==> src/rtl/i2c_master_byte.sv <==
// Single-byte I2C bus master: START, address+R/W, one data byte, STOP.
// Drives open-drain enables for SCL/SDA; all outputs are registered.
module i2c_master_byte #(
    parameter int unsigned CLK_DIV = 250
) (
    input  logic       clk,
    input  logic       rst_n,
    input  logic       start,
    input  logic       rw,
    input  logic [6:0] addr,
    input  logic [7:0] wdata,
    output logic       busy,
    output logic       done,
    output logic       ack_err,
    output logic [7:0] rdata,
    output logic       scl_oe,
    output logic       sda_oe,
    input  logic       sda_i
);

    localparam int unsigned CW = (CLK_DIV > 1) ? $clog2(CLK_DIV) : 1;

    typedef enum logic [3:0] {
        S_IDLE, S_START, S_ADDR, S_AACK, S_WRITE, S_WACK,
        S_READ, S_RNACK, S_STOP, S_DONE
    } state_t;

    state_t state, state_next;

    logic [CW-1:0] qcnt;
    logic [1:0]    q;
    logic [2:0]    bitcnt;
    logic [7:0]    sh;
    logic [7:0]    dreg;
    logic [7:0]    rsh;
    logic          rw_q;
    logic          tick;
    logic          bit_end;
    logic          sample;
    logic          scl_oe_d;
    logic          sda_oe_d;
    logic          busy_d;
    logic          done_d;

    assign tick    = (qcnt == CW'(CLK_DIV - 1)) && (state != S_IDLE) && (state != S_DONE);
    assign bit_end = tick && (q == 2'd3);
    assign sample  = tick && (q == 2'd2);

    // State register
    always_ff @(posedge clk or negedge rst_n) begin
        if (!rst_n) state <= S_IDLE;
        else        state <= state_next;
    end

    // Next-state logic; every transition except IDLE/DONE waits for a quarter tick
    always_comb begin
        state_next = state;
        case (state)
            S_IDLE:  if (start && !done) state_next = S_START;
            S_START: if (tick && q == 2'd1) state_next = S_ADDR;
            S_ADDR:  if (bit_end && bitcnt == 3'd7) state_next = S_AACK;
            S_AACK:  if (bit_end) state_next = ack_err ? S_STOP : (rw_q ? S_READ : S_WRITE);
            S_WRITE: if (bit_end && bitcnt == 3'd7) state_next = S_WACK;
            S_WACK:  if (bit_end) state_next = S_STOP;
            S_READ:  if (bit_end && bitcnt == 3'd7) state_next = S_RNACK;
            S_RNACK: if (bit_end) state_next = S_STOP;
            S_STOP:  if (tick && q == 2'd2) state_next = S_DONE;
            S_DONE:  state_next = S_IDLE;
            default: state_next = S_IDLE;
        endcase
    end

    // Next output values, registered below
    always_comb begin
        scl_oe_d = 1'b0;
        sda_oe_d = 1'b0;
        busy_d   = (state != S_IDLE) && (state != S_DONE);
        done_d   = (state == S_DONE);
        case (state)
            S_START: sda_oe_d = (q == 2'd1);
            S_ADDR: begin
                scl_oe_d = (q < 2'd2);
                sda_oe_d = !sh[7];
            end
            S_WRITE: begin
                scl_oe_d = (q < 2'd2);
                sda_oe_d = !dreg[7];
            end
            S_AACK, S_WACK, S_READ, S_RNACK: scl_oe_d = (q < 2'd2);
            S_STOP: begin
                scl_oe_d = (q == 2'd0);
                sda_oe_d = (q != 2'd2);
            end
            default: ;
        endcase
    end

    always_ff @(posedge clk or negedge rst_n) begin
        if (!rst_n) begin
            scl_oe <= 1'b0;
            sda_oe <= 1'b0;
            busy   <= 1'b0;
            done   <= 1'b0;
        end else begin
            scl_oe <= scl_oe_d;
            sda_oe <= sda_oe_d;
            busy   <= busy_d;
            done   <= done_d;
        end
    end

    // Quarter timing, bit counting and shift registers
    always_ff @(posedge clk or negedge rst_n) begin
        if (!rst_n) begin
            qcnt    <= '0;
            q       <= 2'd0;
            bitcnt  <= 3'd0;
            sh      <= 8'h00;
            dreg    <= 8'h00;
            rsh     <= 8'h00;
            rw_q    <= 1'b0;
            ack_err <= 1'b0;
            rdata   <= 8'h00;
        end else begin
            if ((state == S_IDLE) || (state == S_DONE) || tick) qcnt <= '0;
            else                                                 qcnt <= qcnt + CW'(1);

            if (state_next != state) begin
                q      <= 2'd0;
                bitcnt <= 3'd0;
            end else if (tick) begin
                q <= q + 2'd1;
                if (q == 2'd3) bitcnt <= bitcnt + 3'd1;
            end

            if (state == S_IDLE && state_next == S_START) begin
                sh      <= {addr, rw};
                dreg    <= wdata;
                rw_q    <= rw;
                ack_err <= 1'b0;
            end

            if (state == S_ADDR && bit_end)  sh   <= {sh[6:0], 1'b0};
            if (state == S_WRITE && bit_end) dreg <= {dreg[6:0], 1'b0};
            if (state == S_READ && sample)   rsh  <= {rsh[6:0], sda_i};
            if ((state == S_AACK || state == S_WACK) && sample && sda_i) ack_err <= 1'b1;
            if (state == S_READ && state_next == S_RNACK) rdata <= rsh;
        end
    end

endmodule

==> config.mk <==
export PLATFORM = sky130hd
export DESIGN_NAME = i2c_master_byte
export DESIGN_NICKNAME = d
export VERILOG_FILES = /design/src/rtl/i2c_master_byte.sv
export SDC_FILE = /design/constraint.sdc
export NUM_CORES = 1
export LEC_CHECK = 0
export CORE_MARGIN = 2
export CORE_UTILIZATION = 55
export DETAILED_ROUTE_END_ITERATION = 10
export GPL_TIMING_DRIVEN = 0
export PLACE_DENSITY = 0.82
export SETUP_SLACK_MARGIN = 0.02
export SLEW_MARGIN = 5
export SYNTH_ARGS = -nofsm -noshare
export SYNTH_HDL_FRONTEND = slang
export SYNTH_SLANG_ARGS = --single-unit
==> constraint.sdc <==
create_clock -name clk -period 2.5 [get_ports clk]
set_input_delay 0.625 -clock clk [delete_from_list [all_inputs] [get_ports clk]]
set_output_delay 0.625 -clock clk [all_outputs]
set_load 0.05 [all_outputs]
# Yosys cells after proc, flatten, opt, wreduce, memory -nomap -nowiden
# Index checks and enable logic that the tools add are counted.
dict set report word_totals {
  regBits 55
  word_cells 94
  in_bits 20
}
dict set report op_classes {
  add_sub_neg 3
  reduce_logical 32
  n_mux 25
  eq_ne 19
  order_cmp 1
}
# operator n
set op_table {}
lappend op_table {{2-to-1 mux 8 bit} 5}
lappend op_table {{2-to-1 mux 4 bit} 9}
lappend op_table {{case mux 4 bit (8 select lines)} 1}
lappend op_table {{== test 4 x 3 -> 1 bit (second input constant)} 5}
lappend op_table {{logical AND 1 bit} 15}
lappend op_table {{nonzero test 2 bit} 5}
lappend op_table {{2-to-1 mux 3 bit} 3}
lappend op_table {{adder 8 x 1 -> 8 bit (second input constant)} 1}
lappend op_table {{== test 4 x 1 -> 1 bit (second input constant)} 2}
lappend op_table {{== test 4 x 2 -> 1 bit (second input constant)} 2}
lappend op_table {{== test 4 bit (second input constant)} 2}
lappend op_table {{== test 8 bit (second input constant)} 1}
lappend op_table {{2-to-1 mux 2 bit} 3}
lappend op_table {{OR reduction 6 bit} 1}
lappend op_table {{== test 2 bit (second input constant)} 2}
lappend op_table {{zero test 4 bit} 1}
lappend op_table {{!= test 4 bit} 1}
lappend op_table {{!= test 4 bit (second input constant)} 1}
lappend op_table {{case mux 1 bit (4 select lines)} 1}
lappend op_table {{nonzero test 4 bit} 1}
lappend op_table {{adder 3 x 1 -> 3 bit (second input constant)} 1}
lappend op_table {{== test 3 bit (second input constant)} 1}
lappend op_table {{zero test 1 bit} 3}
lappend op_table {{logical OR 1 bit} 3}
lappend op_table {{9 further kinds} 10}

# Longest topological paths before layout
# Gate-level depths: netlist of the first run.
dict set report depth {
  depth_word 11
  mapped_depth 8
  depth_no_buf 6
}

# Least setup slack after synthesis of the first run
# OpenSTA, ideal clock, no wires.
dict set report synth_path {
  path_type {reg-to-reg}
  startpoint {register q[0]}
  endpoint {register rdata[2]}
  n_path_buf 0
  slack_ns 0.691
  t_required_ns 2.372
  arrival_time_ns 1.682
  stages_incl_launch_ff 6
  path_cell_list {dfrtp_1 ha_1 nand4b_1 nor4_2 nand4_2 mux2_1}
}
dict set report synth_via {
  elab_chain_len 7
  word_cells_on_any_way 17
}
# element line_no
set synth_rtl {}
lappend synth_rtl {{from (decl)} 31} ;# logic [1:0] q;
lappend synth_rtl {{from (signal assigned)} 132} ;# q <= q + 2'd1;
lappend synth_rtl {{== test 2 bit} 46} ;# assign bit_end = tick && (q == 2'd3);
lappend synth_rtl {{logical AND 1 bit} 46}
lappend synth_rtl {{logical AND 1 bit} {61, 63, 65}}
lappend synth_rtl {{2-to-1 mux 4 bit, on equally long branches} {65, 61, 63}}
lappend synth_rtl {{case mux 4 bit (8 select lines) (*)} 58} ;# case (state)
lappend synth_rtl {{== test 4 x 3 -> 1 bit (*)} 147} ;# if (state == S_READ && state_next == S_RNACK) rdata <= rsh;
lappend synth_rtl {{logical AND 1 bit (*)} 147}
lappend synth_rtl {{to (signal assigned)} 147}
lappend synth_rtl {{to (decl)} 15} ;# output logic [7:0] rdata,
# Mark *: on every way between the ends. The rest lies on a longest branch, timed or not.
# A chain may end at the register's enable or synchronous reset.

# Worst setup path after layout of the first run
# Same ends and word-level chain as after synthesis.

==> results of run 1 <==
==> state kept, by name, summed over array words and instances, names as in the netlist <==
register	count
rw_q	1
busy	1
done	1
qcnt	8
rdata	8
rsh	8
state	4
sda_oe	1
sh	8
dreg	8
bitcnt	3
q	2
ack_err	1
scl_oe	1
==> logic make-up (layout without fill, tap and decap cells) <==
family	count (synthesis)	after routing
xor+xnor	10	10
flops	55	55
simple gates	74	74
buf+inv	16	57
mux	35	35
compound gates	40	40
fa+ha+maj	8	8
==> cell usage after synthesis, types with 3 or more instances <==
library cell               instances  area share [%]
sky130_fd_sc_hd__dfrtp_1          55              50
sky130_fd_sc_hd__nor2_1           26             3.6
sky130_fd_sc_hd__mux2i_1          18             6.6
sky130_fd_sc_hd__mux2_2           15             6.2
sky130_fd_sc_hd__a21oi_1          10             1.8
sky130_fd_sc_hd__ha_1              8             3.7
sky130_fd_sc_hd__a21oi_2           7             2.2
sky130_fd_sc_hd__nand2_1           7            0.96
sky130_fd_sc_hd__xnor2_1           6             1.9
sky130_fd_sc_hd__a211oi_1          5             1.4
sky130_fd_sc_hd__buf_2             5            0.92
sky130_fd_sc_hd__inv_1             5            0.69
sky130_fd_sc_hd__nand3_1           5            0.92
sky130_fd_sc_hd__nor2b_1           4            0.92
sky130_fd_sc_hd__o21ai_0           4            0.73
sky130_fd_sc_hd__xor2_1            4             1.3
sky130_fd_sc_hd__and2_1            3            0.69
sky130_fd_sc_hd__nand2b_1          3            0.69
sky130_fd_sc_hd__nand4_1           3            0.69
sky130_fd_sc_hd__nor2_2            3            0.69
sky130_fd_sc_hd__or2_2             3            0.69
==> area by class of cell <==
class                   instances  share of cell area [%]
flip-flops and latches         55                    42.4
inverters                       5                   0.578
repair buffers                 33                    10.3
clock buffers                   6                    2.54
well taps                      67                    2.58
clock inverters                 2                   0.501
multi-input cells             167                    38.9
plain buffers                  11                    2.20
==> through the flow <==
step / util (%) / instances
finish: 68.3 / 346
global route: 68.3 / 346
CTS: 68.3 / 346
detailed placement: 66.2 / 338
global placement: 65.9 / 337
floorplan: - / 238
==> per-layer routing <==
layer  GRT usage, %  up-vias  wire length, um
li1               -      923                -
met3           4.47        9              230
met2           32.9       44             2400
met4           6.55        0               95
met1           27.4      960             2300
met5              0        -                0
==> power breakdown <==
part | switching, W | internal [W]
sequential | 0.000000714 | 0.000890
clock | 0.000277 | 0.000226
combinational | 0.0000219 | 0.0000294
==> how the worst max path moves through the flow <==
| stage | endpoint | start | depth (start not counted) | slack (ns) |
|---|---|---|---|---|
| detailed placement | rdata[2] | q[0] | 5 | 0.32 |
| finish | rdata[2] | q[0] | 5 | 0.33 |
| global placement | q[0] | rst_n | 1 | -0.78 |
| global route | rdata[2] | q[1] | 5 | 0.18 |
| CTS | rdata[2] | q[0] | 5 | 0.32 |
| floorplan | rdata[2] | q[0] | 5 | 0.69 |
==> layout by cell type (no fill, tap or decap), types with 6 or more instances in the layout <==
master                            Yosys  final
sky130_fd_sc_hd__mux2_2              15     15
sky130_fd_sc_hd__nor2_1              26     26
sky130_fd_sc_hd__clkbuf_8             0      6
sky130_fd_sc_hd__clkdlybuf4s50_1      0     31
sky130_fd_sc_hd__nand2_1              7      7
sky130_fd_sc_hd__ha_1                 8      8
sky130_fd_sc_hd__mux2i_1             18     18
sky130_fd_sc_hd__buf_2                5      6
sky130_fd_sc_hd__xnor2_1              6      6
sky130_fd_sc_hd__a21oi_1             10     10
sky130_fd_sc_hd__dfrtp_1             55     55
sky130_fd_sc_hd__a21oi_2              7      7
==> metrics.md, run 1 <==
| Metric | Value |
|---|---|
| Chain of cells forming the critical path | `ha_1 -> nand4b_1 -> nor4_2 -> nand4_2 -> mux2_1` |
| Share of layout cells above drive strength 1 | `19.4%` |
| Multi-input combinational cell area | `1260 um^2` |
| Clock-pin slew on the worst setup and hold paths | `around 0.090 ns` |
| Maximum number of pins on one net before global-route repair | `34` |
| Final hold vios | `0` |
| I/O pin total | `33` |
| Initial DRT Pass Iterations | `4` |
| Crit path max-delay cell type | `sky130_fd_sc_hd__dfrtp_1` |
| Synth unique cells | `50` |
| Power per Cell Area | `445 nW/um^2` |
| Sequential cell area | `1380 um^2` |
| Period minus WS final | `2.17 ns` |
| Clk_lat worst skew | `0.31 ns` |
| Detailed-route wire length | `5030 um` |
| Post-route DRC | `0` |
| Area fraction in compound gates after synthesis | `between 10% and 20%` |
| Multiplexer share of the synthesized area | `13.6%` |
| Cell family with most CP delay | `simple AND/OR/NAND/NOR gates` |
| Crit Path Class | `reg -> reg` |
| Final worst slack | `0.327 ns` |
| Path class of the lowest-slack min-delay path | `in -> async` |
| Largest voltage drop on the vdd net | `274 uV` |
| Crit. End Element | `flip-flop` |
| Layout Area Growth over Synthesis | `19.0%` |
| Ys async rst share | `100%` |
| Remaining max-slew budget at the tightest pin | `60.6%` |
| Starting density of the core | `between 50% and 60%` |
| Post-detailed-route count of antenna-violating nets | `0` |
| Routed wire per std cell | `around 15 um` |
| Combined global-route utilization of all metal layers | `about a fifth` |
| CTS max path bufs | `2` |
| CTS tree | `built` |
| Chip Height | `around 74 um` |
| Final net count | `306` |
| Remaining Overflow, GRT | `0` |
| Dominant combinational cell family by area after synthesis | `simple AND/OR/NAND/NOR gates` |
| Port-buffer cells | `32` |
| Max frequency | `460 MHz` |
| Seq/Total Area, Yosys | `roughly half` |
| Wire length of the first global-routing pass | `around 8500 um` |
| CTS hold repair buffers | `0` |
| Sinks on the clock net | `55` |
| Lkg Pwr | `about 1.4 nW` |
| Critical register-to-register path endpoint | `rdata[2]` |
| Post-synthesis simple-gate area fraction | `15.4%` |
| Buffering stage count on the worst path with inverters included | `0` |
| Main synth FF type | `sky130_fd_sc_hd__dfrtp_1` |
| Area share of xor/xnor cells in the synthesized design | `~3.2%` |
| CTS buffer count | `5` |
| Data arrival time of the critical path | `2.37 ns` |
| Top fanout value on the critical path | `8` |
| Routed vias | `1,936` |
| Final hold slack | `about 0.29 ns` |
| Placeable core area | `4750 um^2` |
| Depth of the most critical reg-to-reg path | `5` |
| Dpl ws | `about 0.32 ns` |
| Aggregate negative setup slack | `0 ns` |
| Standard cell area after detailed placement | `between 3000 and 4000 um^2` |
| Yosys warnings | `0` |
| Period Utilization, post-route | `86.9%` |
| Antenna Cells | `0` |
| Setup crit start kind | `flip-flop` |
| Power, Total | `between 0.001 and 0.0015 W` |
| RD Place Congestion | `0.979` |
| Fill cell instance count of the final layout | `382` |
| Root cell of the clock tree | `sky130_fd_sc_hd__clkbuf_8` |
| Synthesized Nets | `266` |
| Average cell area after synthesis | `11.5 um^2` |
| Run status | `completed` |
| Vias in the first global route | `1,895` |
| Number of enable-type register cells in the synthesized netlist | `0` |
| Total of cells resized after clock tree synthesis | `0` |
| Die area | `5540 um^2` |
| Post-DR vias/cell | `around 5.6` |
| Final slew viol count | `0` |
| HPWL reported at the end of detailed placement | `roughly 3700 um` |
| Count of state elements after synthesis | `55` |
| Die width | `74.4 um` |
| Post-CTS setup repair buffer count | `0` |
| Area of all placed cells without fillers | `approximately 3200 um^2` |
| RSZ-0062 raised after global routing | `no` |
| Setup clock skew after layout | `~0.0066 ns` |
| Worst-Margin Slew | `a little under 0.6 ns` |
| Launch instance of the worst register-to-register path | `q[0]` |
| Delay of the slowest cell on the worst path | `0.43 ns` |
| Max-cap violation count | `0` |
| Setup violators final | `0` |
| Register-to-register path setup slack | `0.33 ns` |
| Core Rows | `25` |
| Total number of H-tree levels | `2` |
| Number of DRC markers in iteration 0 | `70` |
| Required time of the critical path | `2.69 ns` |
| Cell area after technology mapping | `2730 um^2` |
| Number of antenna violations at the first check in global routing | `0` |
| Synth Instances | `238` |
| Fraction of the mapped netlist area in adder cells | `3.67%` |
Note: power is estimated with default switching activity, not from simulation.
==> run 2, diff against run 1 <==
DONT_BUFFER_PORTS = 1   (was default)
PLACE_DENSITY = 0.73   (was 0.82)
clock period = 2.8 ns   (was 2.5 ns; I/O delays follow)
==> run 2 against run 1 <==
  * Sequential share of layout area is 4.9 points higher
  * Die area stayed put
  * Clock power is 8.2% lower
  * Non-clock buffer count is 33 lower
  * Clock-buffer cell count is 1 lower
  * Global-route usage is 0.22 points lower
  * Core utilization is 7.1 points lower
  * Worst setup slack better by 0.31 ns
  * First-iteration DRC count is 1.4% higher
  * Final cell count is 9.5% lower
  * Maximum frequency is 0.56% higher
  * Total power is 13% lower
  * Critical path type unchanged
  * Critical endpoint is now rdata[5]
  * Largest cell class unchanged
==> metrics.md, run 2 (synthesis gave the netlist of run 1 again) <==
| Metric | Value |
|---|---|
| Maximum number of pins on one net before global-route repair | `56 (+65%)` |
| Post-route DRC | `0 (unchanged)` |
| Starting density of the core | `57.4% (unchanged)` |
| Clock-pin slew on the worst setup and hold paths | `0.10 ns (about the same)` |
| Lkg Pwr | `1.30 nW (-9.1%)` |
| Setup violators final | `0 (unchanged)` |
| CTS buffer count | `5 (unchanged)` |
| Area of all placed cells without fillers | `2910 um^2 (-10%)` |
| Final Core Density | `61.2% (-7.1 points)` |
| Routed wire per std cell | `15.5 um (+6.6%)` |
| Initial DRT Pass Iterations | `4 (unchanged)` |
| Standard cell area after detailed placement | `2810 um^2 (-11%)` |
| Max-cap violation count | `0 (unchanged)` |
| Clk_lat worst skew | `0.32 ns (about the same)` |
| Worst-Margin Slew | `0.561 ns (-0.0242 ns)` |
| Combinational cell fraction of total power | `0.1% (-3.4 points)` |
| Sinks on the clock net | `55 (unchanged)` |
| Relative contribution of sequential cells to total power | `63.1% (+1.5 points)` |
| CTS hold repair buffers | `0 (unchanged)` |
| Layout Area Growth over Synthesis | `6.60%` |
| Period Utilization, post-route | `77.2% (-9.7 points)` |
| I/O pin total | `33 (unchanged)` |
| Crit Path Class | `reg -> reg` |
| Number of antenna violations at the first check in global routing | `0 (unchanged)` |
| Post-CTS setup repair buffer count | `0 (unchanged)` |
| Required time of the critical path | `3.01 ns (+0.32 ns)` |
| Fill cell instance count of the final layout | `412 (+7.9%)` |
| Remaining Overflow, GRT | `0 (unchanged)` |
| Setup clock skew after layout | `0.00756 ns (+0.00100 ns)` |
| Post-DR vias/cell | `5.66 (+1.2%)` |
| Wire length of the first global-routing pass | `8410 um (-1.5%)` |
| Total number of H-tree levels | `2 (unchanged)` |
| Max frequency | `463 MHz (+0.56%)` |
| Data arrival time of the critical path | `2.37 ns (about the same)` |
| Aggregate negative setup slack | `0 ns (unchanged)` |
| Power per Cell Area | `433 nW/um^2 (-2.8%)` |
| Placeable core area | `4750 um^2 (unchanged)` |
| Path class of the lowest-slack min-delay path | `in -> async` |
| Combined global-route utilization of all metal layers | `20.1% (-0.22 points)` |
| Final hold vios | `0 (unchanged)` |
| CTS tree | `built` |
| CTS max path bufs | `2 (unchanged)` |
| Vias in the first global route | `1,791 (-5.5%)` |
| Root cell of the clock tree | `sky130_fd_sc_hd__clkbuf_8` |
| Detailed-route wire length | `4850 um (-3.6%)` |
| Share of layout cells above drive strength 1 | `21.1% (+1.8 points)` |
| Sequential cell area | `1380 um^2 (unchanged)` |
| Period minus WS final | `2.16 ns (-0.0120 ns)` |
| Largest voltage drop on the vdd net | `323 uV (+18%)` |
| Final hold slack | `0.0660 ns (-0.225 ns)` |
| Number of DRC markers in iteration 0 | `71 (+1.4%)` |
| Setup crit start kind | `flip-flop` |
| Total of cells resized after clock tree synthesis | `0 (unchanged)` |
| HPWL reported at the end of detailed placement | `3360 um (-9.6%)` |
| Commonest cells after routing, fill and taps aside | `sky130_fd_sc_hd__dfrtp_1 (55), sky130_fd_sc_hd__nor2_1 (26), sky130_fd_sc_hd__mux2i_1 (18)` |
| Die width | `74.4 um (unchanged)` |
| Die area | `5540 um^2 (unchanged)` |
| Leading cell type in the layout, fill and taps excluded | `sky130_fd_sc_hd__dfrtp_1` |
| Final slew viol count | `0 (unchanged)` |
| RD Place Congestion | `0.876 (-10%)` |
| Net load switching power | `0.000279 W (-6.9%)` |
| Core Rows | `25 (unchanged)` |
| Antenna Cells | `0 (unchanged)` |
| Crit. End Element | `flip-flop` |
| Internal power contribution | `0.000980 W (-14%)` |
| Port-buffer cells | `0 (-100%)` |
| Post-detailed-route count of antenna-violating nets | `0 (unchanged)` |
| Power, Total | `0.00126 W (-13%)` |
| Switching power share of the total | `22.2% (+1.4 points)` |
| RSZ-0062 raised after global routing | `no` |
| Remaining max-slew budget at the tightest pin | `62.2% (+1.6 points)` |
| Clock share of power | `36.7% (+1.9 points)` |
| Top fanout value on the critical path | `8 (unchanged)` |
| Run status | `completed` |
| Chip Height | `74.4 um (unchanged)` |
| Multi-input combinational cell area | `1260 um^2 (unchanged)` |
| Final net count | `273 (-11%)` |
| Routed vias | `1,772 (-8.5%)` |
## run 2: changes by cell type in the layout (fill, tap and decap cells not counted)
cell and change:
sky130_fd_sc_hd__clkbuf_8 -1, sky130_fd_sc_hd__clkdlybuf4s50_1 -31, sky130_fd_sc_hd__buf_12 -1, sky130_fd_sc_hd__inv_8 +1
sky130_fd_sc_hd__buf_2 -1
## run 2: routing by layer
| layer | wire length [um] | vias up | GRT usage, % |
|---|---|---|---|
| met5 | 0 | - | 0 |
| met1 | 2290 | 849 | 27.7 |
| met4 | 80 | 0 | 6.94 |
| li1 | - | 853 | - |
| met3 | 341 | 12 | 5.96 |
| met2 | 2140 | 58 | 30.5 |
## run 2: power by group through the flow
| stage | Combinational [W] | Clock, W | Sequential [W] |
|---|---|---|---|
| 5_1_grt | 0.00000163 | 0.000507 | 0.000796 |
| 3_5_place_dp | 0.00000156 | 0 | 0.000811 |
| 2_1_floorplan | 0.00000145 | 0 | 0.000811 |
| 4_1_cts | 0.00000156 | 0.000473 | 0.000795 |
| 3_3_place_gp | 0.00000153 | 0 | 0.000811 |
| 6_report | 0.00000152 | 0.000462 | 0.000795 |
## run 2: worst max-delay path: stages (launching register included)
cell and delay (ns):
sky130_fd_sc_hd__dfrtp_1 0.43, sky130_fd_sc_hd__ha_1 0.31, sky130_fd_sc_hd__nand4b_1 0.25, sky130_fd_sc_hd__nor4_2 0.36, sky130_fd_sc_hd__nand4_2 0.31, sky130_fd_sc_hd__mux2_1 0.40
## run 2: path summary, 6_finish.rpt
check,start,end,slack [ns],cells past startpoint
worst max-delay path,q[1],rdata[5],0.64,5
worst min-delay path,rst_n,rsh[7],0.07,0
worst max register to register,q[1],rdata[5],0.64,5
worst min register to register,sh[7],sda_oe,0.48,1
max in group asynchronous,rst_n,sh[6],2.63,0
min in group clk,sh[7],sda_oe,0.48,1
## run 2: through the flow
stage          setup slack (ns)  cells
3_5_place_dp              0.664    305
4_1_cts                   0.656    313
2_1_floorplan             0.991    238
5_1_grt                   0.498    313
6_report                  0.639    313
3_3_place_gp              0.650    305
## run 2: layout make-up
cell class | instances | area share (%)
Clock buffer | 5 | 2.37
Clock inverter | 3 | 0.946
Sequential cell | 55 | 47.3
Tap cell | 67 | 2.88
Multi-Input combinational cell | 167 | 43.4
Buffer | 11 | 2.45
Inverter | 5 | 0.645
==> run 3, diff against run 2 <==
PLACE_DENSITY = 0.76   (was 0.73)
clock period = 1.78 ns   (was 2.8 ns; I/O delays follow)
==> run 3 against run 2 <==
  * The run now ends with negative setup slack left
  * Global-route usage decreased by 0.32 points
  * Via count grew 5.8%
  * Register-to-register slack worse by 0.73 ns
  * Die area did not move
  * Routed wire length up 13%
  * First-iteration DRC count rose to 2.6 times the previous value
  * Worst hold slack improved by 0.22 ns
  * Sequential share of layout area fell by 5.2 points
  * Largest cell class is now multi-input combinational cells
==> metrics.md, run 3 (synthesis gave the netlist of run 1 again) <==
| Metric | Value |
|---|---|
| Run status | `complete, but fails checks` |
| Violations in the final reports | `negative setup slack` |
| Antenna Cells | `0 (unchanged)` |
| Max-cap violation count | `0 (unchanged)` |
| Path class of the lowest-slack min-delay path | `in -> reg` |
| RD Place Congestion | `0.899 (+2.6%)` |
| Lkg Pwr | `1.46 nW (+13%)` |
| Fill cell instance count of the final layout | `334 (-19%)` |
| Max frequency | `533 MHz (+15%)` |
| Final Core Density | `68.8% (+7.7 points)` |
| Die area | `5540 um^2 (unchanged)` |
| Clk_lat worst skew | `0.31 ns (about the same)` |
| Final net count | `293 (+7.3%)` |
| Starting density of the core | `57.4% (unchanged)` |
| Post-detailed-route count of antenna-violating nets | `0 (unchanged)` |
| Combinational cell fraction of total power | `1.7% (+1.6 points)` |
| Setup clock skew after layout | `0.00957 ns (+0.00201 ns)` |
| Share of layout cells above drive strength 1 | `35.7% (+15 points)` |
| Standard cell area after detailed placement | `2820 um^2 (about the same)` |
| Final slew viol count | `0 (unchanged)` |
| Final hold vios | `0 (unchanged)` |
| Post-DR vias/cell | `5.63 (-0.60%)` |
| Initial DRT Pass Iterations | `4 (unchanged)` |
| Core Rows | `25 (unchanged)` |
| Crit. End Element | `flip-flop` |
| Relative contribution of sequential cells to total power | `62.3% (-0.8 points)` |
| Internal power contribution | `0.00155 W (+58%)` |
| Remaining max-slew budget at the tightest pin | `63.7% (+1.5 points)` |
| HPWL reported at the end of detailed placement | `3290 um (-2.1%)` |
| Wire length of the first global-routing pass | `8310 um (-1.2%)` |
| Largest voltage drop on the vdd net | `336 uV (+4.0%)` |
| Chip Height | `74.4 um (unchanged)` |
| Die width | `74.4 um (unchanged)` |
| Worst-Margin Slew | `0.544 ns (-0.0163 ns)` |
| Remaining Overflow, GRT | `0 (unchanged)` |
| Port-buffer cells | `0 (unchanged)` |
| Top fanout value on the critical path | `7 (-1)` |
| Routed wire per std cell | `16.5 um (+6.3%)` |
| RSZ-0062 raised after global routing | `yes` |
| Area of all placed cells without fillers | `3270 um^2 (+13%)` |
| Setup crit start kind | `flip-flop` |
| Period minus WS final | `1.88 ns (-0.285 ns)` |
| CTS tree | `built` |
| Number of antenna violations at the first check in global routing | `0 (unchanged)` |
| Power per Cell Area | `614 nW/um^2 (+42%)` |
| Crit Path Class | `reg -> reg` |
| Combined global-route utilization of all metal layers | `19.8% (-0.32 points)` |
| Total number of H-tree levels | `2 (unchanged)` |
| Placeable core area | `4750 um^2 (unchanged)` |
| Detailed-route wire length | `5480 um (+13%)` |
| Period Utilization, post-route | `105% (+28 points)` |
| I/O pin total | `33 (unchanged)` |
| Sinks on the clock net | `55 (unchanged)` |
| Required time of the critical path | `1.99 ns (-1.02 ns)` |
| Net load switching power | `0.000459 W (+64%)` |
| Data arrival time of the critical path | `2.09 ns (-0.28 ns)` |
| Commonest cells after routing, fill and taps aside | `sky130_fd_sc_hd__dfrtp_1 (53), sky130_fd_sc_hd__nor2_1 (22), sky130_fd_sc_hd__mux2i_1 (18)` |
| Routed vias | `1,874 (+5.8%)` |
| Number of DRC markers in iteration 0 | `182 (+160%)` |
| Maximum number of pins on one net before global-route repair | `56 (unchanged)` |
| Leading cell type in the layout, fill and taps excluded | `sky130_fd_sc_hd__dfrtp_1` |
| Root cell of the clock tree | `sky130_fd_sc_hd__clkbuf_8` |
| Clock share of power | `36.0% (-0.7 points)` |
| Final worst slack | `-0.0960 ns (-0.735 ns)` |
| CTS max path bufs | `2 (unchanged)` |
| Post-route DRC | `0 (unchanged)` |
| Switching power share of the total | `22.8% (+0.68 points)` |
| Clock-pin slew on the worst setup and hold paths | `0.11 ns (about the same)` |
| Layout Area Growth over Synthesis | `19.9%` |
| Setup violators final | `23 (+23)` |
| CTS buffer count | `5 (unchanged)` |
| Vias in the first global route | `1,813 (+1.2%)` |
## run 3: changes by cell type in the layout (fill, tap and decap cells not counted), moves of 3 or more
cell / previous run / this run
sky130_fd_sc_hd__nor2_4: 0 / 5
sky130_fd_sc_hd__nor2_1: 26 / 22
sky130_fd_sc_hd__buf_4: 2 / 17
sky130_fd_sc_hd__a21oi_2: 7 / 11
sky130_fd_sc_hd__buf_6: 2 / 5
sky130_fd_sc_hd__a21oi_1: 10 / 5
## run 3: what timing repair did
| action | CTS | global route |
|---|---|---|
| endpoints found under the setup margin | 38 | 34 |
| cloned | 1 | 2 |
| endpoints found under the hold margin | 55 | 0 |
| hold buffers | 2 | 0 |
| resized for setup | 17 | 28 |
| pin swaps | 5 | 5 |
| setup buffers | 8 | 9 |
## run 3: layout make-up
cell class,instances,area [um^2],share of cell area [%]
multi-input cells,167,1400,42.9
clock buffers,5,68.8,2.10
well taps,67,83.8,2.56
repair buffers,22,210,6.42
clock inverters,3,26.3,0.803
plain buffers,9,83.8,2.56
inverters,5,18.8,0.573
flip-flops and latches,55,1380,42.1
## run 3: layer usage
layer / vias to the layer above / track usage (%) / share of wire [%]
li1: 897 / - / -
met3: 14 / 4.61 / 4.1
met4: 0 / 7.54 / 2.5
met5: - / 0 / 0
met2: 57 / 31.5 / 49
met1: 906 / 26.4 / 44
## run 3: worst max-delay path, cell delays in order, from the launching register on
cell and delay (ns):
sky130_fd_sc_hd__dfrtp_2 0.47, sky130_fd_sc_hd__or4b_4 0.52, sky130_fd_sc_hd__or3_1 0.37, sky130_fd_sc_hd__buf_6 0.15
sky130_fd_sc_hd__buf_12 0.14, sky130_fd_sc_hd__nor2_4 0.08, sky130_fd_sc_hd__a21oi_2 0.03
## run 3: worst paths after layout
check / from / end / slack, ns / cells past startpoint
worst min register to register: sh[7] / sda_oe / 0.49 / 1
min in group asynchronous: rst_n / done / 0.65 / 2
max in group asynchronous: rst_n / dreg[3] / 0.88 / 2
worst min-delay path: sda_i / rsh[0] / 0.29 / 1
worst max register to register: state[3] / sh[5] / -0.1 / 6
worst max-delay path: state[3] / sh[5] / -0.1 / 6
## run 3: metrics by stage
| step | TNS [ns] | std cells | hold WS (ns) | total power (W) | setup slack, ns |
|---|---|---|---|---|---|
| 2_1_floorplan | 0 | 238 | 0.149 | 0.00128 | 0.00501 |
| 3_3_place_gp | -5.22 | 305 | 0.151 | 0.00128 | -0.286 |
| 3_5_place_dp | -5.85 | 305 | 0.151 | 0.00128 | -0.307 |
| 4_1_cts | -2.84 | 324 | 0.279 | 0.00203 | -0.158 |
| 5_1_grt | -3.25 | 333 | 0.268 | 0.00208 | -0.156 |
| 6_report | -0.942 | 333 | 0.287 | 0.00201 | -0.0960 |
## run 3: power by group through the flow
stage | sequential (W) | combinational [W] | clock [W]
3_3_place_gp | 0.00128 | 0.00000240 | 0
3_5_place_dp | 0.00128 | 0.00000262 | 0
6_report | 0.00125 | 0.0000347 | 0.000723
2_1_floorplan | 0.00128 | 0.00000228 | 0
4_1_cts | 0.00125 | 0.0000369 | 0.000746
5_1_grt | 0.00125 | 0.0000405 | 0.000792
